**src/rtl/sprite_pixel_fetch_if.sv**
```systemverilog
// Signal bundle between the sprite fetch stage, its beam/player source and the sprite ROM.
// The DUT takes the slave modport; the driver of beam, player and ROM data takes the master.
interface sprite_pixel_fetch_if;
    logic        frame_tick;
    logic [9:0]  draw_x;
    logic [9:0]  draw_y;
    logic [9:0]  player_x;
    logic [9:0]  player_y;
    logic        moving;
    logic        jump;
    logic        facing_left;
    logic [20:0] read_address;
    logic [4:0]  rom_data;
    logic        pixel_on;
    logic [4:0]  pixel_index;
    logic [3:0]  anim_frame;

    modport master (
        output frame_tick, draw_x, draw_y, player_x, player_y,
               moving, jump, facing_left, rom_data,
        input  read_address, pixel_on, pixel_index, anim_frame
    );

    modport slave (
        input  frame_tick, draw_x, draw_y, player_x, player_y,
               moving, jump, facing_left, rom_data,
        output read_address, pixel_on, pixel_index, anim_frame
    );
endinterface

```
**src/rtl/sprite_pixel_fetch.sv**
```systemverilog
// Player sprite animation state and ROM address generation with a fixed 2-clock beam-to-pixel latency.
// Optional horizontal mirroring is enabled by defining SPRITE_MIRROR_EN.
module sprite_pixel_fetch #(
    parameter int SPR_W       = 32,
    parameter int SPR_H       = 64,
    parameter int BASE_ADDR   = 0,
    parameter int RUN_FRAMES  = 4,
    parameter int JUMP_FRAMES = 2,
    parameter int ANIM_DIV    = 6,
    parameter int TRANSP      = 0
) (
    input  logic                 clk,
    input  logic                 rst_n,
    sprite_pixel_fetch_if.slave  bus
);
    localparam int DIV_W = (ANIM_DIV > 1) ? $clog2(ANIM_DIV) : 1;

    typedef enum logic [1:0] {STAND, RUN, JUMP} state_t;

    state_t           state_reg, state_next;
    logic [DIV_W-1:0] div_reg, div_next;
    logic [3:0]       step_reg, step_next;
    logic [3:0]       anim_frame_reg, anim_frame_next;
    logic             div_wrap, jump_last;

    always_ff @(posedge clk or negedge rst_n) begin
        if (!rst_n) begin
            state_reg      <= STAND;
            div_reg        <= '0;
            step_reg       <= '0;
            anim_frame_reg <= '0;
        end else begin
            state_reg      <= state_next;
            div_reg        <= div_next;
            step_reg       <= step_next;
            anim_frame_reg <= anim_frame_next;
        end
    end

    always_comb begin
        state_next = state_reg;
        div_next   = div_reg;
        step_next  = step_reg;
        div_wrap   = (div_reg == DIV_W'(ANIM_DIV - 1));
        jump_last  = div_wrap && (step_reg == 4'(JUMP_FRAMES - 1));
        if (bus.frame_tick) begin
            case (state_reg)
                STAND: begin
                    if (bus.jump)        state_next = JUMP;
                    else if (bus.moving) state_next = RUN;
                end
                RUN: begin
                    if (bus.jump)         state_next = JUMP;
                    else if (!bus.moving) state_next = STAND;
                end
                JUMP: begin
                    // Jump runs to completion; inputs only matter on its final step.
                    if (jump_last) state_next = bus.moving ? RUN : STAND;
                end
                default: state_next = STAND;
            endcase

            if (state_next != state_reg) begin
                div_next  = '0;
                step_next = '0;
            end else if (div_wrap) begin
                div_next = '0;
                case (state_reg)
                    RUN:     step_next = (step_reg == 4'(RUN_FRAMES - 1)) ? 4'd0 : step_reg + 4'd1;
                    JUMP:    step_next = step_reg + 4'd1;
                    default: step_next = 4'd0;
                endcase
            end else begin
                div_next = div_reg + DIV_W'(1);
            end
        end
    end

    always_comb begin
        anim_frame_next = 4'd0;
        case (state_next)
            RUN:     anim_frame_next = 4'd1 + step_next;
            JUMP:    anim_frame_next = 4'(RUN_FRAMES + 1) + step_next;
            default: anim_frame_next = 4'd0;
        endcase
    end

    // Box test is done in 11 bits so a player near x=1023 cannot wrap onto x=0.
    logic [10:0] col, row, col_eff;
    logic        inbox;
    logic [20:0] addr_calc;
    logic [20:0] read_address_reg;
    logic        inbox_stage_reg [2];
    logic        pixel_on;

    assign col   = {1'b0, bus.draw_x} - {1'b0, bus.player_x};
    assign row   = {1'b0, bus.draw_y} - {1'b0, bus.player_y};
    assign inbox = (bus.draw_x >= bus.player_x) && (col < 11'(SPR_W)) &&
                   (bus.draw_y >= bus.player_y) && (row < 11'(SPR_H));

`ifdef SPRITE_MIRROR_EN
    assign col_eff = bus.facing_left ? 11'(SPR_W - 1) - col : col;
`else
    logic unused_facing;
    assign col_eff       = col;
    assign unused_facing = bus.facing_left;
`endif

    assign addr_calc = 21'(BASE_ADDR)
                     + 21'(anim_frame_reg) * 21'(SPR_W * SPR_H)
                     + 21'(row) * 21'(SPR_W)
                     + 21'(col_eff);

    always_ff @(posedge clk or negedge rst_n) begin
        if (!rst_n) read_address_reg <= '0;
        else        read_address_reg <= inbox ? addr_calc : 21'd0;
    end

    // Stage 0 aligns with the registered address, stage 1 with the ROM's registered data.
    genvar gi;
    generate
        for (gi = 0; gi < 2; gi++) begin : g_inbox_pipe
            if (gi == 0) begin : g_first
                always_ff @(posedge clk or negedge rst_n) begin
                    if (!rst_n) inbox_stage_reg[gi] <= 1'b0;
                    else        inbox_stage_reg[gi] <= inbox;
                end
            end else begin : g_rest
                always_ff @(posedge clk or negedge rst_n) begin
                    if (!rst_n) inbox_stage_reg[gi] <= 1'b0;
                    else        inbox_stage_reg[gi] <= inbox_stage_reg[gi-1];
                end
            end
        end
    endgenerate

    assign pixel_on         = inbox_stage_reg[1] && (bus.rom_data != 5'(TRANSP));
    assign bus.pixel_on     = pixel_on;
    assign bus.pixel_index  = pixel_on ? bus.rom_data : 5'd0;
    assign bus.read_address = read_address_reg;
    assign bus.anim_frame   = anim_frame_reg;
endmodule
```
**src/flat_wrapper.sv**
```systemverilog
// flat-port wrapper written by rule: the top's interface ports become plain ports
module sprite_pixel_fetch_flat 
#(
    parameter int SPR_W       = 32,
    parameter int SPR_H       = 64,
    parameter int BASE_ADDR   = 0,
    parameter int RUN_FRAMES  = 4,
    parameter int JUMP_FRAMES = 2,
    parameter int ANIM_DIV    = 6,
    parameter int TRANSP      = 0
)
  (clk, rst_n, bus_frame_tick, bus_draw_x, bus_draw_y, bus_player_x, bus_player_y, bus_moving, bus_jump, bus_facing_left, bus_rom_data, bus_read_address, bus_pixel_on, bus_pixel_index, bus_anim_frame);
  sprite_pixel_fetch_if bus_i ();
  input  logic clk;
  input  logic rst_n;
  input wire logic [$bits(bus_i.frame_tick)-1:0] bus_frame_tick;
  input wire logic [$bits(bus_i.draw_x)-1:0] bus_draw_x;
  input wire logic [$bits(bus_i.draw_y)-1:0] bus_draw_y;
  input wire logic [$bits(bus_i.player_x)-1:0] bus_player_x;
  input wire logic [$bits(bus_i.player_y)-1:0] bus_player_y;
  input wire logic [$bits(bus_i.moving)-1:0] bus_moving;
  input wire logic [$bits(bus_i.jump)-1:0] bus_jump;
  input wire logic [$bits(bus_i.facing_left)-1:0] bus_facing_left;
  input wire logic [$bits(bus_i.rom_data)-1:0] bus_rom_data;
  output wire logic [$bits(bus_i.read_address)-1:0] bus_read_address;
  output wire logic [$bits(bus_i.pixel_on)-1:0] bus_pixel_on;
  output wire logic [$bits(bus_i.pixel_index)-1:0] bus_pixel_index;
  output wire logic [$bits(bus_i.anim_frame)-1:0] bus_anim_frame;
  assign bus_i.frame_tick = bus_frame_tick;
  assign bus_i.draw_x = bus_draw_x;
  assign bus_i.draw_y = bus_draw_y;
  assign bus_i.player_x = bus_player_x;
  assign bus_i.player_y = bus_player_y;
  assign bus_i.moving = bus_moving;
  assign bus_i.jump = bus_jump;
  assign bus_i.facing_left = bus_facing_left;
  assign bus_i.rom_data = bus_rom_data;
  assign bus_read_address = bus_i.read_address;
  assign bus_pixel_on = bus_i.pixel_on;
  assign bus_pixel_index = bus_i.pixel_index;
  assign bus_anim_frame = bus_i.anim_frame;
  sprite_pixel_fetch #(.SPR_W(SPR_W), .SPR_H(SPR_H), .BASE_ADDR(BASE_ADDR), .RUN_FRAMES(RUN_FRAMES), .JUMP_FRAMES(JUMP_FRAMES), .ANIM_DIV(ANIM_DIV), .TRANSP(TRANSP)) u_core (.clk(clk), .rst_n(rst_n), .bus(bus_i));
endmodule
```
**config.mk**
```make
export PLATFORM = sky130hd
export DESIGN_NAME = sprite_pixel_fetch_flat
export DESIGN_NICKNAME = d
export VERILOG_FILES = /design/src/rtl/sprite_pixel_fetch_if.sv /design/src/rtl/sprite_pixel_fetch.sv /design/src/flat_wrapper.sv
export SDC_FILE = /design/constraint.sdc
export NUM_CORES = 1
export LEC_CHECK = 0
export ABC_AREA = 1
export ABC_CLOCK_PERIOD_IN_PS = 2400
export CAP_MARGIN = 30
export CORE_ASPECT_RATIO = 1.2
export CORE_UTILIZATION = 40
export CTS_BUF_LIST = sky130_fd_sc_hd__clkbuf_16
export CTS_CLUSTER_SIZE = 25
export DETAILED_ROUTE_END_ITERATION = 8
export DONT_BUFFER_PORTS = 1
export PLACE_DENSITY_LB_ADDON = 0.15
export SLEW_MARGIN = 20
export SYNTH_ARGS = -nofsm -noshare
export SYNTH_HDL_FRONTEND = slang
export SYNTH_SLANG_ARGS = --single-unit
```
**constraint.sdc**
```tcl
create_clock -name clk -period 2.4 [get_ports clk]
set_input_delay 0.24 -clock clk [delete_from_list [all_inputs] [get_ports clk]]
set_output_delay 0.24 -clock clk [all_outputs]
set_load 0.05 [all_outputs]
```
# After elaboration in Yosys (flattened, before gate mapping)
# Cells that the tools add are included.
# W data, S select, Z words.
dict set report classes {
  n_reduce_logical 7
  mux 19
  n_eq_ne 8
  order_cmp 4
  n_addsub 8
}
# operator n
set op_table {}
lappend op_table {{$sub A10 B10 Y11} 2}
lappend op_table {{$add A21 B11 Y21} 1}
lappend op_table {{$mux W21} 1}
lappend op_table {{$ge A10 B10 Y1} 2}
lappend op_table {{$add A15 B16 Y17} 1}
lappend op_table {{$mux W4} 4}
lappend op_table {{$pmux W4 S2} 2}
lappend op_table {{$mux W2} 7}
lappend op_table {{$lt A11 B6 Y1 const B} 1}
lappend op_table {{$lt A11 B7 Y1 const B} 1}
lappend op_table {{$mux W3} 2}
lappend op_table {{$pmux W2 S3} 1}
lappend op_table {{$logic_and A1 B1 Y1} 5}
lappend op_table {{$mux W5} 1}
lappend op_table {{$reduce_bool A5 Y1} 1}
lappend op_table {{$add A1 B4 Y4 const A} 1}
lappend op_table {{$add A3 B4 Y4 const A} 1}
lappend op_table {{$add A4 B1 Y4 const B} 1}
lappend op_table {{$eq A2 B1 Y1 const B} 2}
lappend op_table {{$eq A2 B2 Y1 const B} 2}
lappend op_table {{$eq A4 B1 Y1 const B} 1}
lappend op_table {{$eq A4 B2 Y1 const B} 1}
lappend op_table {{$add A3 B1 Y3 const B} 1}
lappend op_table {{$eq A3 B3 Y1 const B} 1}
lappend op_table {{other kinds (3)} 3}
dict set report totals {
  inputBits 51
  output_inout_bits 31
  wordCells 53
  regBits 36
}

# Depth between registers and ports, before layout
# Gate-level depths: netlist of the first run.
dict set report depth {
  depth_word 10
  ltp_mapped 21
}

# Worst setup path after synthesis of the first run
# No wires, ideal clock.
dict set report synth_path {
  kind {input -> register}
  startpoint {input bus_draw_x[0]}
  endpoint {register u_core.read_address_reg[14] (netlist: u_core.bus.read_address[14])}
  setup_time_ns 0.124
  slack_ns -0.475
  path_stages 19
  t_required_ns 2.276
  arrival_ns 2.751
  n_path_buf 0
  path_cell_list {inv_1 -> ha_1 -> inv_1 -> fa_1 -> nand3_1 -> nand3_2 -> a21oi_1 -> xor2_1 -> inv_1 -> ha_1 -> nand3_1 -> nand2_1 -> a21oi_1 -> o21bai_1 -> nand2_1 -> a21oi_1 -> nand3_1 -> xor2_1 -> nor2_4}
}
dict set report synth_between {
  elab_chain_cells 6
}
# element line
set synth_lines {}
lappend synth_lines {{start, declared} flat_wrapper.sv:17} ;# input wire logic [$bits(bus_i.draw_x)-1:0] bus_draw_x;
lappend synth_lines {{$sub A10 B10 Y11} sprite_pixel_fetch.sv:96} ;# assign col = {1'b0, bus.draw_x} - {1'b0, bus.player_x};
lappend synth_lines {{$lt A11 B6 Y1} sprite_pixel_fetch.sv:98} ;# assign inbox = (bus.draw_x >= bus.player_x) && (col < 11'(SPR_W)) &&
lappend synth_lines {{$logic_and A1 B1 Y1 (2 in series)} sprite_pixel_fetch.sv:98}
lappend synth_lines {{$logic_and A1 B1 Y1} sprite_pixel_fetch.sv:99} ;# (bus.draw_y >= bus.player_y) && (row < 11'(SPR_H));
lappend synth_lines {{$mux W21 *} sprite_pixel_fetch.sv:116} ;# else read_address_reg <= inbox ? addr_calc : 21'd0;
lappend synth_lines {{end signal, assigned} sprite_pixel_fetch.sv:116}
lappend synth_lines {{end, declared} sprite_pixel_fetch.sv:92} ;# logic [20:0] read_address_reg;
# Mark *: on every way between the ends. The rest lies on a longest branch, timed or not.
# A chain may end at the register's enable or synchronous reset.

# Worst setup path in the final report of the first run
dict set report layout_path {
  startpoint {input bus_draw_x[0]}
  endpoint {register u_core.read_address_reg[16] (netlist: u_core.bus.read_address[16])}
}
# The elaborated chain is that of the path after synthesis.

==> impl_metrics.yaml, run 1 <==
routing:
  first_pass_iters: 6
  drt_iter0_drc: 69
  ant_nets: 0
  post-route-drc-count: 0
  via_per_inst: 4.689
  wl_mm: 6.543
  vias: 2687
  wl_per_cell_um: 11.42
synth:
  mappedNetlistArea_um2: 3060
  seq_area_frac_synth: 0.2698
  ys_ff_latch: 33
  syn-instance-count: 391
  synthMostInstantiatedCell: "inv_1"
  synthArstFlopShare: 1.000
  ys.flop_type: "dfrtp_1"
  synth_common_cells: "85 x inv_1, 59 x nand2_1, 40 x ha_1"
  ys_types: 34
  netlist.area_leader.share: 0.2698
  yosys.area.top_type: "dfrtp_1"
  synth.top_cells.by_area: "dfrtp_1 27%, ha_1 16%, inv_1 10%"
  yosysWarningCount: 0
  synth_area_per_cell_um2: 7.827
  synth_enable_flop_cells: 0
cells_and_area:
  diodes: 0
  drive_gt1_frac: 0.3561
  largest_reg_flops: 18
  areaGrowthSynthToFinish_pct: 41.86
  fin_area_um2: 4342
  nFillCells: 659
  layout.nets: 577
placement:
  gp_congestion: 0.8585
  portBuffers: 0
  pre_cts_slack_ns: -0.5605
  post_dp_cell_area_um2: 3830
  dp_hpwl_mm: 5.182
setup_path:
  crit_start: "bus_draw_x[0]"
  path_max_fanout: 3
  r2r_cells: 16
  reg2reg_from: "u_core.step_reg[1]"
  endpoint_kind: "register"
  timing.rr.end: "u_core.bus.anim_frame[3]"
  path_class: "in2reg"
  cp.arrival_ns: 2.82
  r2r_setup_slack_ns: 0.14
  worstSetupEndpoint: "u_core.bus.read_address[16]"
  critPathLaunchType: "primary input"
  required_ns: 2.61
clocking:
  htree_levels: 2
  cts_sinks: 33
  cts_buffers: 5
  clk_latency_ns: 0.28
  clk_pin_slew_ns: 0.05
  cts-root-buf: "clkbuf_16"
  cts_tree: "done"
  clockBufferDepth: 2
global_routing:
  grt_use_total: 0.1693
  grt_first_pass_wirelength_mm: 10.67
  grt_pass1_vias: 2588
  grt_max_degree: 34
  gr-total-overflow: 0
  antenna_found_initial: 0
sta:
  setup_tns_ns: -0.6344
  holdWs_ns: 0.05230
  fmax_mhz: 383.1
  rsz0062_at_grt: "yes"
  finalWorstSetupSlack_ns: -0.2104
  slew_violations: 0
  post-route-min-period_ns: 2.610
  setup_viol: 5
  post-route-period-util: 1.088
  final_hold_viol_count: 0
  skew_ns: 0.001901
floorplanning:
  die_w_um: 81.85
  io_pins: 82
  num_rows: 34
  die_h_um: 97.82
  initial_core_util: 0.4183
  design.die.area_um2: 8007
  core_area_um2: 7317
outcome:
  violations: "setup timing"
  outcome: "finished with violations"
power:
  p_total_mw: 3.357
  p_leak_nw: 2.292
  vdd_drop_max_v: 0.0004450
  powerDensity_nw_per_um2: 773.3
worst_hold_path:
  hold_class: "in2reg"
run:
  drv_cap: 0
cell families (layout without fill, tap and decap cells):
kind of cell               after synthesis  count (layout)  synth area share
buffers and inverters                   92             181            0.1222
other                                    1               4          0.001225
muxes                                    1               1          0.003271
and+or+nand+nor                        141             141            0.2339
adders and majority gates               44              44            0.1897
AOI/OAI and AO/OA                       51              51           0.09239
xor gates and xnor gates                28              28           0.08749
DFF                                     33              33            0.2698
critical path, stage by stage:
cell and delay [ns]:
clkinv_16 0.02, ha_4 0.11, inv_2 0.04, fa_2 0.35
nand3_2 0.10, nand3_4 0.08, a21oi_2 0.14, xor2_1 0.19
inv_1 0.08, ha_1 0.29, nand3_2 0.06, nand2_2 0.09
a21oi_2 0.07, o21bai_1 0.19, nand2_1 0.12, a21oi_4 0.18
nand3_2 0.13, nor2_2 0.18, a21oi_4 0.08, nor2_4 0.09
power by group:
group	internal (mW)	switching, mW	total, mW
registers	0.602	0.0522	0.654
clock network	0.481	0.223	0.704
logic	0.973	1.03	2.00
total	2.06	1.30	3.36
stage by stage:
| step | cells | utilization |
|---|---|---|
| after floorplan | 394 | - |
| after global routing | 573 | 0.5934 |
| after global placement | 552 | 0.5234 |
| final | 573 | 0.5934 |
| after detailed placement | 552 | 0.5234 |
| after CTS | 565 | 0.5629 |
worst min path at each step:
stage,start,endpoint,slack (ns),cells after the start
2_1_floorplan,rst_n,u_core.bus.anim_frame[0],-0.06,0
3_3_place_gp,rst_n,u_core.bus.read_address[17],-0.06,0
3_5_place_dp,rst_n,u_core.bus.read_address[17],-0.05,0
4_1_cts,bus_frame_tick,u_core.div_reg[0],0.05,1
5_1_grt,bus_frame_tick,u_core.div_reg[2],0.06,1
6_report,bus_frame_tick,u_core.div_reg[0],0.05,1
what timing repair did:
item | 4_1_cts | 5_1_grt
resized for setup | 14 | 30
endpoints found under the setup margin | 7 | 10
hold buffers | 2 | 0
pin swaps | 24 | 21
hold endpoints to repair | 33 | 0
buffers inserted | 3 | 10
cell type report:
class | instances | area [um2] | share of cell area
timing repair buffer | 86 | 676.9 | 0.1559
clock inverter | 3 | 37.54 | 0.008646
sequential | 33 | 825.8 | 0.1902
tap | 90 | 112.6 | 0.02594
multi-input combinational | 269 | 2193 | 0.5052
inverter | 87 | 370.4 | 0.08530
clock buffer | 5 | 125.1 | 0.02882
layer usage:
layer,wire (um),share of wire,GRT usage
met2,3542,0.54,0.3185
met5,0,0,0
met4,146,0.022,0.06883
met3,288,0.044,0.03458
met1,2565,0.39,0.1748
cell usage in the layout (no fill, tap or decap), drive strengths merged:
master and instances:
inv 86, buf 85, nand2 60, ha 40
nand3 38, nor2 37, dfrtp 33, a21oi 27
xor2 19, o21ai 14, xnor2 9, clkbuf 5
fa 4, conb 4, nand4 3, o22ai 3
clkinv 3, a21o 2, o211ai 2, o21bai 2
a31oi 1, and3 1, nor3 1, or2 1
mux2i 1, bufinv 1, dlygate4sd3 1
No activity file was read; power rests on OpenSTA's default activity.
==> run 2, diff against run 1 <==
==> constraint.sdc (replaced) <==
create_clock -name clk -period 2.4 [get_ports clk]
set_input_delay 0.48 -clock clk [delete_from_list [all_inputs] [get_ports clk]]
set_output_delay 0.48 -clock clk [all_outputs]
set_load 0.05 [all_outputs]
==> run 2 against run 1 <==
The flow still finishes with violations (setup timing). Hold slack worse by 0.032 ns. Clock skew up 0.0036 ns. Register-to-register slack got worse by 0.05 ns. Global-route usage is 2.3 points higher. Routed wire length is 10% higher. Final cell count is 1.7% higher. Via count grew 3.4%. First-iteration DRC count rose by 16%. Non-clock buffer count grew 10. Critical path type unchanged.
==> impl_metrics.yaml, run 2 (synthesized netlist as in run 1, its figures left out) <==
outcome:
  outcome: "finished with violations"
  violations: "setup timing"
sta:
  post-route-period-util: 1.208
  setup_viol: 16
  finalWorstSetupSlack_ns: -0.5000
  post-route-min-period_ns: 2.900
  skew_ns: 0.005469
  slew_violations: 0
  fmax_mhz: 344.8
  rsz0062_at_grt: "yes"
  final_hold_viol_count: 0
cells_and_area:
  largest_reg_flops: 18
  final_util: 0.6334
  diodes: 0
  instances_no_fill: 583
  most-common-layout-cells: "80 x buf_4, 78 x inv_1, 56 x nand2_1, 34 x ha_1, 33 x dfrtp_1"
  drive_gt1_frac: 0.3895
  layout.nets: 587
  areaGrowthSynthToFinish_pct: 51.43
  layout_commonest_cell: "buf_4"
  nFillCells: 623
clocking:
  clk_pin_slew_ns: 0.05
  cts_tree: "done"
  clk_latency_ns: 0.28
  cts-root-buf: "clkbuf_16"
  cts_sinks: 33
  clockBufferDepth: 2
  cts_buffers: 5
  htree_levels: 2
worst_hold_path:
  hold_class: "in2async"
floorplanning:
  io_pins: 82
  die_w_um: 81.85
  initial_core_util: 0.4183
  num_rows: 34
  die_h_um: 97.82
  design.die.area_um2: 8007
  core_area_um2: 7317
routing:
  vias: 2779
  first_pass_iters: 4
  via_per_inst: 4.767
  drt_iter0_drc: 80
  wl_met1_mm: 2.689
  wl_mm: 7.217
  ant_nets: 0
  wl_per_cell_um: 12.38
  post-route-drc-count: 0
  wl_met2_mm: 4.000
  met3_length_um: 312
  routed.top_layer: "met4"
setup_path:
  endpoint_kind: "register"
  r2r_setup_slack_ns: 0.09
  cp.arrival_ns: 3.07
  required_ns: 2.57
  critPathLaunchType: "primary input"
  path_max_fanout: 3
  reg2reg_from: "u_core.state_reg[0]"
  timing.rr.end: "u_core.bus.anim_frame[3]"
  r2r_cells: 16
  path_class: "in2reg"
  crit_start: "bus_draw_x[0]"
placement:
  portBuffers: 0
  dp_cells: 553
  pre_cts_slack_ns: -0.8339
  dp_hpwl_mm: 5.280
  gp_congestion: 0.8177
global_routing:
  gr-total-overflow: 0
  grt_pass1_vias: 2752
  grt_use_total: 0.1927
  grt_max_degree: 34
  grt_first_pass_wirelength_mm: 11.90
  antenna_found_initial: 0
power:
  vdd_drop_max_v: 0.0006007
  p_leak_nw: 2.396
  powerDensity_nw_per_um2: 788.7
run:
  drv_cap: 0
[run 2: stage by stage]
stage / cell area [um2] / TNS [ns] / hold slack, ns / total power, mW
CTS: 4451 / -4.306 / 0.02634 / 3.437
detailed placement: 3837 / -7.130 / 0.1850 / 2.287
floorplan: 3204 / -3.396 / 0.1844 / 1.704
global placement: 3837 / -6.318 / 0.1850 / 2.257
global route: 4634 / -6.682 / 0.03648 / 3.912
finish: 4634 / -4.161 / 0.02068 / 3.655
[run 2: where the power goes]
| group | internal, mW | leakage [nW] | switching, mW |
|---|---|---|---|
| clock network | 0.485 | 0.0775 | 0.235 |
| registers | 0.602 | 0.452 | 0.0482 |
| logic | 1.13 | 1.87 | 1.16 |
| total | 2.21 | 2.40 | 1.44 |
[run 2: metal layers]
| metal | vias to the layer above | global-route usage |
|---|---|---|
| met1 | 1282 | 0.1998 |
| li1 | 1415 | - |
| met5 | - | 0 |
| met4 | 0 | 0.07557 |
| met2 | 66 | 0.3694 |
| met3 | 16 | 0.02991 |
[run 2: how the worst max path moves through the flow]
stage,slack (ns),endpoint,depth (start not counted)
after floorplan,-0.61,u_core.bus.read_address[14],19
after global placement,-0.73,u_core.bus.read_address[15],21
after detailed placement,-0.83,u_core.bus.read_address[15],21
after CTS,-0.39,u_core.bus.read_address[14],19
after global routing,-0.68,u_core.bus.read_address[14],19
final,-0.50,u_core.bus.read_address[15],21
[run 2: repair_timing]
action / in CTS / in global routing
setup endpoints to repair: 9 / 20
endpoints found under the hold margin: 33 / 0
hold buffers: 1 / 0
setup buffers: 21 / 12
gates resized for setup: 48 / 38
pin swaps: 41 / 26
cloned: 3 / 0
[run 2: cell type report]
type	count	area, um2	share of cell area
repair buffers	96	839.6	0.1812
clock inverters	3	41.29	0.008909
flip-flops and latches	33	825.8	0.1782
well taps	90	112.6	0.02430
multi-input cells	269	2320	0.5005
clock buffers	5	125.1	0.02700
inverters	87	370.4	0.07991
[run 2: critical path: stages]
cell       delay, ns
clkinv_16       0.02
ha_4            0.12
inv_4           0.03
fa_2            0.37
nand3_2         0.09
nand3_4         0.08
a21oi_2         0.16
xor2_1          0.18
inv_1           0.08
buf_4           0.13
buf_4           0.12
fa_2            0.35
nand3_2         0.09
nand2_2         0.06
a21oi_2         0.14
o21ai_2         0.08
nand2_2         0.08
nor2_4          0.05
nand3_2         0.09
xor2_2          0.19
nor2_4          0.03
==> run 3, diff against run 2 <==
--- a/config.mk
+++ b/config.mk
@@ -7,13 +7,14 @@
 export LEC_CHECK = 0
 export ABC_AREA = 1
 export ABC_CLOCK_PERIOD_IN_PS = 2400
-export CAP_MARGIN = 30
+export CAP_MARGIN = 20
 export CORE_ASPECT_RATIO = 1.2
 export CORE_UTILIZATION = 40
 export CTS_BUF_LIST = sky130_fd_sc_hd__clkbuf_16
 export CTS_CLUSTER_SIZE = 25
 export DETAILED_ROUTE_END_ITERATION = 8
 export DONT_BUFFER_PORTS = 1
+export GPL_TIMING_DRIVEN = 0
 export PLACE_DENSITY_LB_ADDON = 0.15
 export SLEW_MARGIN = 20
 export SYNTH_ARGS = -nofsm -noshare
==> run 3 against run 2 <==
The flow still finishes with violations (setup timing). Sequential share of layout area increased by 3.4 points. Final cell count decreased by 12%. Global-route usage decreased by 3.2 points. Die area unchanged. Routed wire length decreased by 16%. Critical path depth decreased by 2. Via count decreased by 10%. First-iteration DRC count decreased by 28%. Worst setup slack improved by 0.041 ns. Non-clock buffer count decreased by 68. Combinational power decreased by 37%. Largest power group unchanged.
==> impl_metrics.yaml, run 3 (synthesized netlist as in run 1, its figures left out) <==
floorplanning:
  die_h_um: 97.82
  design.die.area_um2: 8007
  num_rows: 34
  die_w_um: 81.85
  core_area_um2: 7317
  initial_core_util: 0.4183
  io_pins: 82
placement:
  gp_congestion: 0.7913
  portBuffers: 0
  dp_hpwl_mm: 4.812
global_routing:
  grt_use_total: 0.1605
  grt_first_pass_wirelength_mm: 10.09
  gr-total-overflow: 0
  antenna_found_initial: 0
  grt_max_degree: 34
  grt_pass1_vias: 2307
routing:
  first_pass_iters: 4
  vias: 2489
  wl_per_cell_um: 11.72
  ant_nets: 0
  post-route-drc-count: 0
  via_per_inst: 4.833
  drt_iter0_drc: 58
  wl_mm: 6.036
clocking:
  cts_sinks: 33
  cts_tree: "done"
  cts-root-buf: "clkbuf_16"
  htree_levels: 2
  clockBufferDepth: 2
  cts_buffers: 5
  clk_pin_slew_ns: 0.05
  clk_latency_ns: 0.27
sta:
  fmax_mhz: 349.7
  rsz0062_at_grt: "yes"
  post-route-period-util: 1.191
  setup_tns_ns: -2.243
  slew_violations: 0
  post-route-min-period_ns: 2.859
  finalWorstSetupSlack_ns: -0.4593
  holdWs_ns: 0.02690
  worstMarginPinSlew_ns: 0.8763
  max_slew_margin: 0.4136
  skew_ns: 0.002827
  setup_viol: 7
  final_hold_viol_count: 0
setup_path:
  endpoint_kind: "register"
  path_max_fanout: 3
  required_ns: 2.56
  reg2reg_from: "u_core.state_reg[0]"
  path_class: "in2reg"
  r2r_setup_slack_ns: 0.02
  critPathLaunchType: "primary input"
  crit_start: "bus_draw_x[0]"
  cp.arrival_ns: 3.02
cells_and_area:
  diodes: 0
  layout.nets: 519
  largest_reg_flops: 18
  nFillCells: 703
  drive_gt1_frac: 0.2753
  layout_commonest_cell: "inv_1"
  most-common-layout-cells: "78 x inv_1, 57 x nand2_1, 33 x dfrtp_1, 31 x ha_1, 24 x nand3_1"
  areaGrowthSynthToFinish_pct: 26.98
power:
  vdd_drop_max_v: 0.0003481
  p_total_mw: 2.750
  powerDensity_nw_per_um2: 707.5
  p_leak_nw: 1.998
run:
  drv_cap: 0
outcome:
  violations: "setup timing"
  outcome: "finished with violations"
worst_hold_path:
  hold_class: "in2async"
-- run 3: cell types whose count changed in the layout (fill, tap and decap cells not counted), sizes merged --
cell | before | now
bufinv | 1 | 0
buf | 96 | 28
inv | 86 | 87
clkinvlp | 1 | 0
clkinv | 2 | 3
-- run 3: worst paths after layout --
path                                                     to  depth (start not counted)
worst min-delay path            u_core.bus.read_address[17]                          1
worst max-delay path            u_core.bus.read_address[14]                         19
worst min register to register    u_core.inbox_stage_reg[0]                          0
max in group asynchronous        u_core.bus.read_address[9]                          1
worst max register to register     u_core.bus.anim_frame[3]                         16
min in group clk                  u_core.inbox_stage_reg[0]                          0
-- run 3: metrics by stage --
stage          worst slack [ns]  instances  utilization  area, um2
6_report                -0.4593        515       0.5311       3886
4_1_cts                 -0.4165        516       0.5233       3829
3_3_place_gp            -0.8921        484       0.4533       3317
3_5_place_dp            -0.9603        484       0.4533       3317
2_1_floorplan           -0.6084        394            -       3204
5_1_grt                 -0.6283        515       0.5311       3886
-- run 3: area by class of cell --
class                   instances  area, um2  share of cell area
multi-input cells             269       2182              0.5615
clock buffers                   5      125.1             0.03220
inverters                      87      370.4             0.09530
plain buffers                   5      47.55             0.01223
flip-flops and latches         33      825.8              0.2125
clock inverters                 3      13.76            0.003542
well taps                      90      112.6             0.02898
repair buffers                 23      209.0             0.05377
-- run 3: timing repair --
action | 4_1_cts | 5_1_grt
hold buffers | 1 | 0
cloned | 1 | 0
gates resized for setup | 33 | 16
pin swaps | 30 | 23
endpoints found under the setup margin | 10 | 20
buffers inserted | 22 | 6
endpoints found under the hold margin | 33 | 0
-- run 3: metal layers --
layer | wire, um | GRT usage | up-vias
li1 | - | - | 1281
met1 | 2484 | 0.1812 | 1139
met2 | 3155 | 0.2905 | 59
met3 | 265 | 0.03084 | 10
met4 | 131 | 0.05668 | 0
met5 | 0 | 0 | -
-- run 3: worst max-delay path: stages --
cell and delay, ns:
clkinv_16 0.02, ha_4 0.12, inv_4 0.03, fa_2 0.34, nand3_2 0.09, nand3_4 0.08
a21oi_2 0.14, xor2_1 0.19, inv_1 0.09, ha_1 0.29, nand3_2 0.06, nand2_2 0.08
a21oi_2 0.05, o21bai_1 0.20, nand2_1 0.10, a21oi_2 0.21, nand3_2 0.17, xor2_2 0.23
nor2_4 0.04
-- run 3: report_power, final --
| group | leakage (nW) | total (mW) | internal (mW) | switching [mW] |
|---|---|---|---|---|
| registers | 0.452 | 0.711 | 0.601 | 0.111 |
| clock network | 0.0748 | 0.595 | 0.376 | 0.220 |
| logic | 1.47 | 1.44 | 0.619 | 0.824 |
| total | 2.00 | 2.75 | 1.60 | 1.15 |
